===== config.mk =====
export PLATFORM = sky130hd
export DESIGN_NAME = mem_arbiter_flat
export DESIGN_NICKNAME = d
export VERILOG_FILES = /design/src/rtl/mem_arbiter_if.sv /design/src/rtl/mem_arbiter.sv /design/src/flat_wrapper.sv
export SDC_FILE = /design/constraint.sdc
export NUM_CORES = 1
export LEC_CHECK = 0
export BUFFER_PORTS_ARGS = -buffer_cell sky130_fd_sc_hd__buf_4
export CORE_AREA = 5 5 117 119
export CTS_CLUSTER_DIAMETER = 40
export DETAILED_ROUTE_END_ITERATION = 10
export DIE_AREA = 0 0 122 124
export MAX_ROUTING_LAYER = met4
export SLEW_MARGIN = 25
export SYNTH_ARGS = -nofsm -noshare
export SYNTH_HDL_FRONTEND = slang
export SYNTH_SLANG_ARGS = --single-unit

===== constraint.sdc =====
create_clock -name clk -period 1.9 [get_ports clk]
set_clock_uncertainty 0.1 [all_clocks]
set_input_delay 0 -clock clk [delete_from_list [all_inputs] [get_ports clk]]
set_output_delay 0 -clock clk [all_outputs]
set_load 0.005 [all_outputs]

===== src/rtl/mem_arbiter_if.sv =====
// rtl/mem_arbiter_if.sv - core, debug/loader and single-port RAM signal bundle for mem_arbiter
//
// Groups the three ports of the arbiter.
//   slave  : arbiter side (requests in, grants/data out, RAM driven out)
//   master : environment side (core, debug agent and RAM model)
// Core   : c_R_en, c_W_en, c_RW_type[2:0], c_addr[31:0], c_wdata[31:0] -> c_rdata[31:0], c_stall
// Debug  : d_req, d_we, d_RW_type[2:0], d_addr[31:0], d_wdata[31:0]  -> d_gnt, d_rvalid, d_rdata[31:0]
// RAM    : m_R_en, m_W_en, m_RW_type[2:0], m_addr[31:0], m_wdata[31:0] <- m_rdata[31:0]
interface mem_arbiter_if;
  logic        c_R_en;
  logic        c_W_en;
  logic [2:0]  c_RW_type;
  logic [31:0] c_addr;
  logic [31:0] c_wdata;
  logic [31:0] c_rdata;
  logic        c_stall;

  logic        d_req;
  logic        d_we;
  logic [2:0]  d_RW_type;
  logic [31:0] d_addr;
  logic [31:0] d_wdata;
  logic        d_gnt;
  logic        d_rvalid;
  logic [31:0] d_rdata;

  logic        m_R_en;
  logic        m_W_en;
  logic [2:0]  m_RW_type;
  logic [31:0] m_addr;
  logic [31:0] m_wdata;
  logic [31:0] m_rdata;

  modport slave (
    input  c_R_en, c_W_en, c_RW_type, c_addr, c_wdata,
    output c_rdata, c_stall,
    input  d_req, d_we, d_RW_type, d_addr, d_wdata,
    output d_gnt, d_rvalid, d_rdata,
    output m_R_en, m_W_en, m_RW_type, m_addr, m_wdata,
    input  m_rdata
  );

  modport master (
    output c_R_en, c_W_en, c_RW_type, c_addr, c_wdata,
    input  c_rdata, c_stall,
    output d_req, d_we, d_RW_type, d_addr, d_wdata,
    input  d_gnt, d_rvalid, d_rdata,
    input  m_R_en, m_W_en, m_RW_type, m_addr, m_wdata,
    output m_rdata
  );
endinterface


===== src/rtl/mem_arbiter.sv =====
// rtl/mem_arbiter.sv - two-requester (core, debug/loader) arbiter for one single-port RAM
//
// Ports:
//   clk   : clock, all state on rising edge
//   rst_n : asynchronous active-low reset
//   bus   : mem_arbiter_if.slave (core, debug and RAM signal groups)
// Optional feature macro: MEM_ARBITER_RR_EN
//   defined   -> conflicts resolved round-robin (requester not granted most recently wins)
//   undefined -> conflicts resolved with fixed core priority (debug may starve)
// New RAM accesses are issued only in IDLE; reads spend one extra cycle
// (RD_CORE / RD_DBG) while the RAM returns data.
module mem_arbiter (
  input  logic          clk,
  input  logic          rst_n,
  mem_arbiter_if.slave  bus
);

  typedef enum logic [1:0] {IDLE, RD_CORE, RD_DBG} state_t;

  state_t      state;
  logic [31:0] d_rdata_q;
  logic        core_req;
  logic        dbg_req;
  logic        in_idle;
  logic        core_pri;
  logic        core_win;
  logic        dbg_win;

`ifdef MEM_ARBITER_RR_EN
  // 1 when the debug port was granted most recently; core gets the next conflict.
  logic last_dbg;
  assign core_pri = last_dbg;
`else
  assign core_pri = 1'b1;
`endif

  assign core_req = bus.c_R_en | bus.c_W_en;
  assign dbg_req  = bus.d_req;
  // Gating with rst_n keeps every grant and RAM strobe low while reset is held.
  assign in_idle  = rst_n && (state == IDLE);
  assign core_win = in_idle && core_req && (!dbg_req || core_pri);
  assign dbg_win  = in_idle && dbg_req && !core_win;

  always_comb begin
    bus.m_R_en    = 1'b0;
    bus.m_W_en    = 1'b0;
    bus.m_RW_type = 3'd0;
    bus.m_addr    = 32'd0;
    bus.m_wdata   = 32'd0;
    if (core_win) begin
      bus.m_R_en    = bus.c_R_en;
      bus.m_W_en    = bus.c_W_en;
      bus.m_RW_type = bus.c_RW_type;
      bus.m_addr    = bus.c_addr;
      bus.m_wdata   = bus.c_wdata;
    end else if (dbg_win) begin
      bus.m_R_en    = !bus.d_we;
      bus.m_W_en    = bus.d_we;
      bus.m_RW_type = bus.d_RW_type;
      bus.m_addr    = bus.d_addr;
      bus.m_wdata   = bus.d_wdata;
    end
  end

  always_comb begin
    bus.d_gnt    = dbg_win;
    bus.d_rvalid = rst_n && (state == RD_DBG);
    // Read data is presented with d_rvalid and then held by the register.
    bus.d_rdata  = bus.d_rvalid ? bus.m_rdata : d_rdata_q;
    bus.c_rdata  = (rst_n && (state == RD_CORE)) ? bus.m_rdata : 32'd0;
    // The core completes on a granted write or in its read-return cycle;
    // any other cycle with a core request present is a stall.
    bus.c_stall  = rst_n && core_req &&
                   !((core_win && bus.c_W_en) || (state == RD_CORE));
  end

  always_ff @(posedge clk or negedge rst_n) begin
    if (!rst_n) begin
      state     <= IDLE;
      d_rdata_q <= 32'd0;
`ifdef MEM_ARBITER_RR_EN
      last_dbg  <= 1'b1;
`endif
    end else begin
`ifdef MEM_ARBITER_RR_EN
      if (core_win)
        last_dbg <= 1'b0;
      else if (dbg_win)
        last_dbg <= 1'b1;
`endif
      case (state)
        IDLE: begin
          if (core_win && bus.c_R_en)
            state <= RD_CORE;
          else if (dbg_win && !bus.d_we)
            state <= RD_DBG;
        end
        RD_CORE: state <= IDLE;
        RD_DBG: begin
          d_rdata_q <= bus.m_rdata;
          state     <= IDLE;
        end
        default: state <= IDLE;
      endcase
    end
  end

endmodule

===== src/flat_wrapper.sv =====
// flat-port wrapper written by rule: the top's interface ports become plain ports
module mem_arbiter_flat 
  (clk, rst_n, bus_c_R_en, bus_c_W_en, bus_c_RW_type, bus_c_addr, bus_c_wdata, bus_c_rdata, bus_c_stall, bus_d_req, bus_d_we, bus_d_RW_type, bus_d_addr, bus_d_wdata, bus_d_gnt, bus_d_rvalid, bus_d_rdata, bus_m_R_en, bus_m_W_en, bus_m_RW_type, bus_m_addr, bus_m_wdata, bus_m_rdata);
  mem_arbiter_if bus_i ();
  input  logic clk;
  input  logic rst_n;
  input wire logic [$bits(bus_i.c_R_en)-1:0] bus_c_R_en;
  input wire logic [$bits(bus_i.c_W_en)-1:0] bus_c_W_en;
  input wire logic [$bits(bus_i.c_RW_type)-1:0] bus_c_RW_type;
  input wire logic [$bits(bus_i.c_addr)-1:0] bus_c_addr;
  input wire logic [$bits(bus_i.c_wdata)-1:0] bus_c_wdata;
  output wire logic [$bits(bus_i.c_rdata)-1:0] bus_c_rdata;
  output wire logic [$bits(bus_i.c_stall)-1:0] bus_c_stall;
  input wire logic [$bits(bus_i.d_req)-1:0] bus_d_req;
  input wire logic [$bits(bus_i.d_we)-1:0] bus_d_we;
  input wire logic [$bits(bus_i.d_RW_type)-1:0] bus_d_RW_type;
  input wire logic [$bits(bus_i.d_addr)-1:0] bus_d_addr;
  input wire logic [$bits(bus_i.d_wdata)-1:0] bus_d_wdata;
  output wire logic [$bits(bus_i.d_gnt)-1:0] bus_d_gnt;
  output wire logic [$bits(bus_i.d_rvalid)-1:0] bus_d_rvalid;
  output wire logic [$bits(bus_i.d_rdata)-1:0] bus_d_rdata;
  output wire logic [$bits(bus_i.m_R_en)-1:0] bus_m_R_en;
  output wire logic [$bits(bus_i.m_W_en)-1:0] bus_m_W_en;
  output wire logic [$bits(bus_i.m_RW_type)-1:0] bus_m_RW_type;
  output wire logic [$bits(bus_i.m_addr)-1:0] bus_m_addr;
  output wire logic [$bits(bus_i.m_wdata)-1:0] bus_m_wdata;
  input wire logic [$bits(bus_i.m_rdata)-1:0] bus_m_rdata;
  assign bus_i.c_R_en = bus_c_R_en;
  assign bus_i.c_W_en = bus_c_W_en;
  assign bus_i.c_RW_type = bus_c_RW_type;
  assign bus_i.c_addr = bus_c_addr;
  assign bus_i.c_wdata = bus_c_wdata;
  assign bus_c_rdata = bus_i.c_rdata;
  assign bus_c_stall = bus_i.c_stall;
  assign bus_i.d_req = bus_d_req;
  assign bus_i.d_we = bus_d_we;
  assign bus_i.d_RW_type = bus_d_RW_type;
  assign bus_i.d_addr = bus_d_addr;
  assign bus_i.d_wdata = bus_d_wdata;
  assign bus_d_gnt = bus_i.d_gnt;
  assign bus_d_rvalid = bus_i.d_rvalid;
  assign bus_d_rdata = bus_i.d_rdata;
  assign bus_m_R_en = bus_i.m_R_en;
  assign bus_m_W_en = bus_i.m_W_en;
  assign bus_m_RW_type = bus_i.m_RW_type;
  assign bus_m_addr = bus_i.m_addr;
  assign bus_m_wdata = bus_i.m_wdata;
  assign bus_i.m_rdata = bus_m_rdata;
  mem_arbiter u_core (.clk(clk), .rst_n(rst_n), .bus(bus_i));
endmodule

* Word level (Yosys, flattened, before mapping)
Index checks and enable logic that the tools add are counted.
** Word-level totals
- Bits in registers :: 34
- Input bits :: 172
- Output and inout bits :: 136
- Logic and storage cells :: 37
** Cells by class
- Equality and inequality tests :: 3
- Muxes and demuxes :: 15
- Bitwise gates (word level) :: 1
- Reduce and logical (&&, ||, !) cells :: 16
** Operators by type and width (count)
- 32-bit 2-to-1 mux :: 6
- 1-bit logical AND :: 11
- 2-bit 2-to-1 mux :: 3
- 3-bit 2-to-1 mux :: 2
- 1-bit 2-to-1 mux :: 4
- 1-bit logical NOT :: 3
- 3-bit != test, second input constant :: 1
- 2-bit by 1-bit == test with 1-bit output, second input constant :: 1
- 2-bit == test, second input constant :: 1
- 2-bit logical NOT :: 1
- 1-bit logical OR :: 1
- 1-bit bitwise OR :: 1

* Logic depth before layout (Yosys ltp)
Gate-level depths: netlist (run 1).
- Word-level depth :: 9
- Mapped depth :: 5

* Worst setup path after synthesis (run 1)
OpenSTA, ideal clock, no wires.
- Path kind :: register to register
- From :: reg u_core.state[0]
- To :: reg u_core.d_rdata_q[1]
- Library setup time :: 0.128 ns
- Data arrival time :: 1.101 ns
- Setup slack :: 0.572 ns
- Stages on the path, launching flop included :: 5
- Path buffers :: 2
- Period minus slack after synthesis :: 1.328 ns
- Path through :: dfrtp_1 nand2b_1 clkbuf_2 buf_4 mux2_1
** On the way
- Word-level cells in the longest chain between the ends :: 1
** RTL lines
- start, declared :: line mem_arbiter.sv:20 : state_t state;
- start signal, assigned :: line mem_arbiter.sv:79 : state <= IDLE;
- start signal, assigned :: line mem_arbiter.sv:94 : state <= RD_CORE;
- start signal, assigned :: line mem_arbiter.sv:96 : state <= RD_DBG;
- 2-bit == test :: line mem_arbiter.sv:91 : case (state)
- end signal, assigned :: line mem_arbiter.sv:100 : d_rdata_q <= bus.m_rdata;
- end, declared :: line mem_arbiter.sv:21 : logic [31:0] d_rdata_q;
No other way between the ends.
A chain may end at the register's enable or synchronous reset.

* Worst setup path after layout (run 1)
- From :: reg u_core.state[0]
- To :: out bus_m_wdata[22]
** On the way
- Word-level cells in the longest chain between the ends :: 7
** RTL lines
- 2-bit logical NOT (*) :: line mem_arbiter.sv:40 : assign in_idle = rst_n && (state == IDLE);
- 1-bit logical AND (*) :: line mem_arbiter.sv:40
- 1-bit logical AND :: line mem_arbiter.sv:41 : assign core_win = in_idle && core_req && (!dbg_req || core_pri);
- 1-bit logical NOT :: line mem_arbiter.sv:42 : assign dbg_win = in_idle && dbg_req && !core_win;
- 1-bit logical AND :: line mem_arbiter.sv:42
- 32-bit 2-to-1 mux :: line mem_arbiter.sv:56 : end else if (dbg_win) begin
- 32-bit 2-to-1 mux (*) :: line mem_arbiter.sv:50 : if (core_win) begin
- end, declared :: line flat_wrapper.sv:26 : output wire logic [$bits(bus_i.m_wdata)-1:0] bus_m_wdata;
Mark *: on every way between the ends. The rest lies on a longest branch, timed or not.

==> flow_summary_export.csv, run 1 <==
group,metric,value,unit
yosys,syn_area,3620,sq um
final_layout,fillers,1158,
floorplanning,die_height,124,microns
placement,place_inst,841,
yosys,synthDistinctLibCells,22,
pwr,static-leakage-power,2.95,nW
yosys,synth_top_area_share,0.235,
global_route,antenna_found_initial,0,
floorplanning,num_rows,41,
yosys,synthCells,403,
critical_path,path_class,"reg2out",
timing,slew_headroom,0.469,
global_route,grt_max_degree,102,
yosys,synth_top_flop_cell,"dfrtp_1",
timing,slew_viol_final,0,
yosys,synth-edff-count,0,
clocking,clk-insertion-delay-late,270,ps
global_route,grt.overflow.total,0,
timing,tightest_slew,797,ps
yosys,yosysMostFrequentCell,"nand4bb_1",
routing,routed_via_density,5.01,
global_route,grt_pass1_vias,4374,
pwr,ir_drop,0.294,mV
placement,pre_cts_ws,263,ps
routing,wirelength,16900,microns
placement,gp_congestion,0.923,
run_status,status,"finished clean",
critical_path,worst_setup_path_start_kind,"flip-flop",
timing,holdWs,70.5,ps
routing,drt_iter0_markers,212,
global_route,grt_use_total,0.203,
yosys,yosys.area.top_type,"dfrtp_1",
placement,dp_hpwl,12500,microns
yosys,synth_async_sr_flop_share,1.00,
timing,finalHoldViolCount,0,
final_layout,diodes,0,
timing,setup-tns-final,0,ps
timing,layout_min_cycle_time,1810,ps
timing,fin_ws,92.7,ps
critical_path,endpoint_kind,"primary output",
timing,rsz0062_at_grt,"false",
pwr,power.total,3.30,mW
routing,wl_per_cell,19.1,microns
final_layout,seq_area,851,sq um
floorplanning,dieArea,15100,sq um
yosys,synth_common_cells,"nand4bb_1 (67), a21oi_1 (65), o21ai_0 (63)",
timing,setup_viol_count_final,0,
yosys,netlist_top_cells_area,"dfrtp_1 (23%), nand4bb_1 (21%), mux2_2 (19%), a21oi_1 (9.0%), o21ai_0 (8.7%)",
pwr,power_density,509,nW/um^2
clocking,cts_made_buffers,5,
clocking,cts_sinks,34,
floorplanning,core_area,12500,sq um
clocking,htreeDepth,2,
clocking,tritoncts,"built",
floorplanning,initial_core_util,0.291,
floorplanning,die_width,122,microns
clocking,cts.path.max_buffers,2,
critical_path,cp.arrival,1710,ps
routing,ant_nets,0,
yosys,postSynthAreaPerCell,8.99,sq um
routing,drc,0,
placement,port_buffers,307,
final_layout,multi_input_area,2470,sq um
final_layout,area_growth,79.2,%
floorplanning,io-pin-count,308,
final_layout,drive_gt1_frac,0.560,
critical_path,cp_max_fo,36,
worst_hold_path,min_path_type,"in2reg",
critical_path,cp_data_required_time,1800,ps
yosys,synth_seq_cells,34,
routing,dr.pass1.iters,7,
clocking,clkTransAtPathRegs,50,ps
clocking,root_buffer,"clkbuf_16",
routing,routed-via-count,4421,
yosys,yosysSeqAreaShare,0.235,
final_layout,fin_nets,883,
yosys,synth_nets,575,
final_layout,fin_cells,883,
global_route,grt_pass1_wl,23500,microns
timing,period_share,0.951,
yosys,yosys_warnings,0,
timing,fmax,0.553,GHz
job,max_cap_violations,0,
## placed cells by master (no fill, tap or decap)
master,n
clkbuf_1,2
a21oi_2,6
o21ai_0,63
a21oi_1,63
nor3_2,1
or3b_1,2
dfrtp_1,34
nand4bb_1,67
nand3b_1,2
clkbuf_16,6
inv_1,3
mux2_2,62
and2_1,32
buf_4,317
dlygate4sd3_1,34
o221a_2,1
buf_6,1
o21ai_1,4
buf_12,3
nand2b_1,1
mux2_1,2
or3b_4,1
and3b_1,1
nor2_1,3
## registers in the layout, summed over array words and instances, names as in the netlist
| signal | cells |
|---|---|
| u_core.state | 2 |
| u_core.d_rdata_q | 32 |
## cell type report
cell class / instances / area share
flip-flops and latches: 34 / 0.131
clock buffers: 7 / 0.0204
inverters: 3 / 0.00173
multi-input cells: 311 / 0.380
well taps: 172 / 0.0331
repair buffers: 356 / 0.434
## repair_timing
| item | CTS | global route |
|---|---|---|
| hold buffers | 34 | 0 |
| setup endpoints to repair | 3 | 20 |
| cloned | 0 | 1 |
| hold endpoints to repair | 67 | 0 |
| setup buffers | 0 | 0 |
| gates resized for setup | 0 | 4 |
## kinds of logic (layout without fill, tap and decap cells)
kind of cell	count (synthesis)	count (layout)	synth area share
compound gates	137	137	0.195
simple gates	110	110	0.285
mux	64	64	0.199
buf+inv	58	366	0.0866
flops	34	34	0.235
## path summary, 6_finish.rpt
check,startpoint,endpoint,slack (ps),cells past startpoint
worst max-delay path,u_core.state[0]$_DFFE_PN0P_,bus_m_wdata[22],90,4
worst min-delay path,bus_c_R_en,u_core.state[0]$_DFFE_PN0P_,70,3
worst max register to register,u_core.state[0]$_DFFE_PN0P_,u_core.state[1]$_DFFE_PN0P_,480,3
worst min register to register,u_core.d_rdata_q[2]$_DFFE_PN0N_,u_core.d_rdata_q[2]$_DFFE_PN0N_,390,1
max in group asynchronous,rst_n,u_core.d_rdata_q[21]$_DFFE_PN0N_,1050,3
min in group asynchronous,rst_n,u_core.d_rdata_q[4]$_DFFE_PN0N_,80,2
## per-layer routing
metal	global-route usage	wire, microns	part of all wire	up-vias
met5	-	0	0	-
met4	0.0798	539	0.032	0
met3	0.0708	1890	0.11	28
met2	0.342	8200	0.49	232
met1	0.223	6250	0.37	2032
li1	-	-	-	2129
## per-stage QoR
step,util,instance area (sq um)
finish,0.521,6500
global placement,0.480,5980
detailed placement,0.480,5980
CTS,0.518,6460
floorplan,-,3620
global route,0.521,6500
## power breakdown
| group | total (mW) | internal (mW) | leakage (nW) | switching (mW) |
|---|---|---|---|---|
| clock network | 0.749 | 0.478 | 0.0640 | 0.271 |
| logic | 1.58 | 0.988 | 2.49 | 0.591 |
| registers | 0.975 | 0.901 | 0.400 | 0.0743 |
| total | 3.30 | 2.37 | 2.95 | 0.937 |
## critical path, cell delays in order (launching register included)
cell,delay (ps)
dfrtp_1,400
or3b_4,440
buf_12,190
a21oi_1,220
buf_4,160
Note: power is estimated with default switching activity, not from simulation.
==> inputs of run 2 (changes only) <==
--- a/config.mk
+++ b/config.mk
@@ -6,10 +6,10 @@
 export NUM_CORES = 1
 export LEC_CHECK = 0
 export BUFFER_PORTS_ARGS = -buffer_cell sky130_fd_sc_hd__buf_4
-export CORE_AREA = 5 5 117 119
+export CORE_AREA = 2 2 121 123
 export CTS_CLUSTER_DIAMETER = 40
 export DETAILED_ROUTE_END_ITERATION = 10
-export DIE_AREA = 0 0 122 124
+export DIE_AREA = 0 0 123 125
 export MAX_ROUTING_LAYER = met4
 export SLEW_MARGIN = 25
 export SYNTH_ARGS = -nofsm -noshare
==> flow_summary_export.csv, run 2 (same netlist as run 1, synthesis figures left out) <==
group,metric,value,unit
run_status,status,"finished clean",
routing,routed-via-count,4376,
final_layout,largest_registers,"u_core.d_rdata_q: 32 flops, u_core.state: 2 flops",
floorplanning,num_rows,44,
timing,tightest_slew,609,ps
routing,drt_iter0_markers,143,
placement,gp_congestion,0.822,
pwr,seqPwrFrac,0.293,
critical_path,timing.rr.end,"u_core.state[1]$_DFFE_PN0P_",
pwr,power_density,510,nW/um^2
critical_path,worst_setup_path_start_kind,"flip-flop",
final_layout,final_common_cell,"buf_4",
floorplanning,dieArea,15400,sq um
routing,wl_met3,984,microns
routing,top_layer,"met4",
routing,drc,0,
critical_path,cp_max_fo,36,
pwr,p_clk_frac,0.240,
final_layout,final_util,0.460,
routing,wl_per_cell,15.4,microns
critical_path,ff2ff_path_depth,3,
timing,setup-tns-final,0,ps
final_layout,fin_nets,882,
routing,dr.pass1.iters,4,
clocking,cts_sinks,34,
clocking,clkTransAtPathRegs,50,ps
global_route,grt_use_total,0.163,
critical_path,cp.arrival,1650,ps
clocking,tritoncts,"built",
worst_hold_path,holdCritStartpoint,"bus_c_wdata[15]",
critical_path,rrSetupSlack,460,ps
final_layout,largest-register,"u_core.d_rdata_q",
timing,rsz0062_at_grt,"false",
worst_hold_path,hold_end,"bus_m_wdata[15]",
routing,wl_met2,6760,microns
timing,setup_viol_count_final,0,
clocking,htreeDepth,2,
final_layout,diodes,0,
floorplanning,core_area,14200,sq um
pwr,switching_power,0.921,mW
critical_path,cp_data_required_time,1800,ps
timing,layout_min_cycle_time,1750,ps
job,max_cap_violations,0,
critical_path,startpoint,"u_core.state[0]$_DFFE_PN0P_",
global_route,grt_pass1_wl,20300,microns
routing,wirelength,13800,microns
final_layout,layout_common_cells,"buf_4 (315), nand4bb_1 (67), o21ai_0 (63), a21oi_1 (63), mux2_2 (62)",
placement,port_buffers,307,
final_layout,fin_cells,895,
clocking,clk-insertion-delay-late,270,ps
floorplanning,die_height,125,microns
timing,finalHoldViolCount,0,
pwr,switching_share,0.277,
pwr,p_comb_frac,0.467,
pwr,static-leakage-power,2.96,nW
final_layout,area_growth,80.2,%
placement,place_area,6000,sq um
floorplanning,die_width,123,microns
final_layout,drive_gt1_frac,0.560,
clocking,root_buffer,"clkbuf_16",
pwr,internal_power,2.41,mW
pwr,ir_drop,0.307,mV
placement,dp_hpwl,9590,microns
worst_hold_path,min_path_type,"in2out",
clocking,cts_setup_buffers,0,
critical_path,path_class,"reg2out",
placement,place_inst,851,
final_layout,largest_reg_flops,32,
critical_path,r2r_start,"u_core.state[0]$_DFFE_PN0P_",
critical_path,endpoint_kind,"primary output",
routing,ant_nets,0,
floorplanning,io-pin-count,308,
global_route,grt.overflow.total,0,
timing,period_share,0.921,
clocking,cts.path.max_buffers,2,
final_layout,stdcell_area,6530,sq um
timing,slew_viol_final,0,
routing,routed_via_density,4.89,
global_route,antenna_found_initial,0,
timing,fmax,0.572,GHz
clocking,cts_made_buffers,5,
routing,drt-met1-wl,5730,microns
global_route,grt_pass1_vias,4194,
worst_hold_path,hold_depth,4,
global_route,grt_max_degree,73,
timing,slew_headroom,0.594,
floorplanning,initial_core_util,0.255,
run 2: changes by cell type in the layout (fill, tap and decap cells not counted), sizes merged:
cell / change
buf: -2
clkinv: +1
dlygate4sd3: +1
run 2: routing by layer:
layer  track usage  vias up
met3        0.0219       20
met4        0.0488        0
li1              -     2123
met2         0.284      208
met1         0.194     2025
met5             -        -
run 2: worst max-delay path by stage:
stage | to | slack [ps] | depth (start not counted)
after global placement | bus_m_wdata[20] | 250 | 4
final | bus_m_addr[21] | 150 | 4
after detailed placement | bus_m_wdata[20] | 250 | 4
after CTS | bus_m_wdata[20] | 30 | 4
after floorplan | u_core.d_rdata_q[1]$_DFFE_PN0N_ | 570 | 4
after global routing | bus_d_gnt | 90 | 4
run 2: stage by stage:
stage / worst slack (ps) / hold slack [ps] / total power, mW
2_1_floorplan: 572 / -396 / 1.63
3_3_place_gp: 248 / -298 / 2.44
3_5_place_dp: 247 / -295 / 2.47
4_1_cts: 26.2 / 253 / 3.35
5_1_grt: 93.4 / 266 / 3.53
6_report: 151 / 251 / 3.33
run 2: final cells by class:
cell class	count	area, sq um
clock buffer	7	143
clock inverter	1	5.00
fill	1361	7670
inverter	3	11.3
multi-input combinational	311	2470
sequential	34	851
tap	184	230
timing repair buffer	355	2820
run 2: power groups by stage:
stage                     Combinational, mW  Sequential (mW)  Clock (mW)
final                                  1.55            0.977       0.798
after CTS                              1.55            0.972       0.825
after global routing                   1.69            0.996       0.852
after global placement                 1.46            0.973           0
after detailed placement               1.48            0.984           0
after floorplan                       0.673            0.962           0
run 2: worst max-delay path: stages, from the launching register on:
cell and delay (ps):
dfrtp_1 400, or3b_4 450, clkbuf_16 240, a21oi_1 150, buf_4 130
run 2: what timing repair did:
item,4_1_cts,5_1_grt
hold buffers,35,0
cloned,0,1
hold endpoints to repair,67,0
setup endpoints to repair,1,14
resized for setup,1,2
==> inputs of run 3 (changes only) <==
--- a/config.mk
+++ b/config.mk
@@ -11,6 +11,7 @@
 export DETAILED_ROUTE_END_ITERATION = 10
 export DIE_AREA = 0 0 123 125
 export MAX_ROUTING_LAYER = met4
+export REMOVE_ABC_BUFFERS = 1
 export SLEW_MARGIN = 25
 export SYNTH_ARGS = -nofsm -noshare
 export SYNTH_HDL_FRONTEND = slang
==> flow_summary_export.csv, run 3 (same netlist as run 1, synthesis figures left out) <==
group,metric,value,unit
final_layout,fin_nets,881,
clocking,cts.path.max_buffers,2,
pwr,ir_drop,0.273,mV
final_layout,drive_gt1_frac,0.563,
global_route,grt_pass1_wl,21500,microns
pwr,internal_power,2.37,mW
placement,pre_cts_ws,327,ps
timing,tightest_slew,391,ps
global_route,grt_use_total,0.177,
global_route,antenna_found_initial,0,
pwr,power_density,503,nW/um^2
critical_path,endpoint_kind,"primary output",
run_status,status,"finished clean",
floorplanning,die_height,125,microns
clocking,cts_made_buffers,5,
timing,slew_viol_final,0,
placement,place_inst,851,
global_route,grt_pass1_vias,4200,
pwr,switching_share,0.282,
floorplanning,die_width,123,microns
pwr,seqPwrFrac,0.298,
floorplanning,core_area,14200,sq um
timing,rsz0062_at_grt,"false",
job,max_cap_violations,0,
routing,dr.pass1.iters,5,
final_layout,diodes,0,
pwr,static-leakage-power,2.97,nW
timing,slew_headroom,0.739,
placement,port_buffers,307,
timing,layout_min_cycle_time,1760,ps
critical_path,cp_data_required_time,1800,ps
floorplanning,io-pin-count,308,
timing,setup-tns-final,0,ps
pwr,switching_power,0.930,mW
routing,ant_nets,0,
routing,routed_via_density,4.90,
final_layout,multi_input_area,2470,sq um
global_route,grt.overflow.total,0,
timing,finalHoldViolCount,0,
floorplanning,dieArea,15400,sq um
clocking,root_buffer,"clkbuf_16",
final_layout,layout_common_cells,"buf_4 (311), nand4bb_1 (67), o21ai_0 (63)",
placement,gp_congestion,0.869,
routing,drc,0,
pwr,p_comb_frac,0.479,
timing,period_share,0.924,
final_layout,fin_cells,893,
timing,holdWs,27.0,ps
routing,drt_iter0_markers,151,
clocking,cts_sinks,34,
clocking,clk-insertion-delay-late,270,ps
timing,fin_ws,144,ps
final_layout,final_common_cell,"buf_4",
final_layout,largest_registers,"u_core.d_rdata_q: 32 flops, u_core.state: 2 flops",
timing,fmax,0.569,GHz
worst_hold_path,min_path_type,"in2async",
critical_path,worst_setup_path_start_kind,"flip-flop",
final_layout,largest-register,"u_core.d_rdata_q",
routing,routed-via-count,4377,
placement,dp_hpwl,10600,microns
global_route,grt_max_degree,62,
critical_path,cp_max_fo,28,
final_layout,seq_area,851,sq um
timing,setup_viol_count_final,0,
routing,wl_per_cell,16.5,microns
pwr,p_clk_frac,0.223,
floorplanning,initial_core_util,0.255,
critical_path,path_class,"reg2out",
final_layout,largest_reg_flops,32,
critical_path,cp.arrival,1660,ps
final_layout,fillers,1355,
clocking,clkTransAtPathRegs,50,ps
routing,wirelength,14700,microns
floorplanning,num_rows,44,
clocking,htreeDepth,2,
clocking,tritoncts,"built",
final_layout,area_growth,81.0,%
run 3: routing by layer:
| layer | global-route usage | part of all wire | vias to the layer above |
|---|---|---|---|
| met5 | - | 0 | - |
| met4 | 0.0381 | 0.012 | 0 |
| met3 | 0.0278 | 0.077 | 12 |
| met2 | 0.317 | 0.50 | 215 |
| met1 | 0.206 | 0.41 | 2029 |
| li1 | - | - | 2121 |
run 3: area by class of cell:
class                   count  share of cell area
clock buffers               5              0.0191
clock inverters             2             0.00153
inverters                   3             0.00172
multi-input cells         311               0.377
flip-flops and latches     34               0.130
well taps                 184              0.0351
repair buffers            354               0.436
run 3: worst max-delay path: stages, from the launching register on:
cell       delay (ps)
dfrtp_1           400
or3b_4            450
clkbuf_16         230
a21oi_1           160
buf_4             130
run 3: final timing paths:
path | start | cells after the start | slack [ps] | end
min in group clk | bus_d_req | 3 | 170 | u_core.state[1]$_DFFE_PN0P_
hold reg to reg | u_core.d_rdata_q[21]$_DFFE_PN0N_ | 1 | 400 | u_core.d_rdata_q[21]$_DFFE_PN0N_
hold / removal | rst_n | 2 | 30 | u_core.state[0]$_DFFE_PN0P_
setup / recovery | u_core.state[0]$_DFFE_PN0P_ | 4 | 140 | bus_m_wdata[3]
setup reg to reg | u_core.state[0]$_DFFE_PN0P_ | 3 | 490 | u_core.state[1]$_DFFE_PN0P_
max in group asynchronous | rst_n | 3 | 1020 | u_core.d_rdata_q[25]$_DFFE_PN0N_
run 3: through the flow:
stage	utilization	total power [mW]	cell area (sq um)
final	0.462	3.30	6560
after detailed placement	0.426	2.50	6050
after CTS	0.459	3.32	6520
after global placement	0.426	2.46	6050
after global routing	0.462	3.51	6560
after floorplan	-	1.53	3320
run 3: power groups by stage:
stage | logic [mW] | clock network [mW] | registers, mW
CTS | 1.57 | 0.771 | 0.978
global route | 1.71 | 0.799 | 1.00
floorplan | 0.568 | 0 | 0.962
finish | 1.58 | 0.738 | 0.983
global placement | 1.49 | 0 | 0.973
detailed placement | 1.51 | 0 | 0.989
run 3: timing repair:
action	4_1_cts	5_1_grt
hold buffers	34	0
buffers inserted	0	0
hold endpoints to repair	67	0
resized for setup	0	4
setup endpoints to repair	0	21
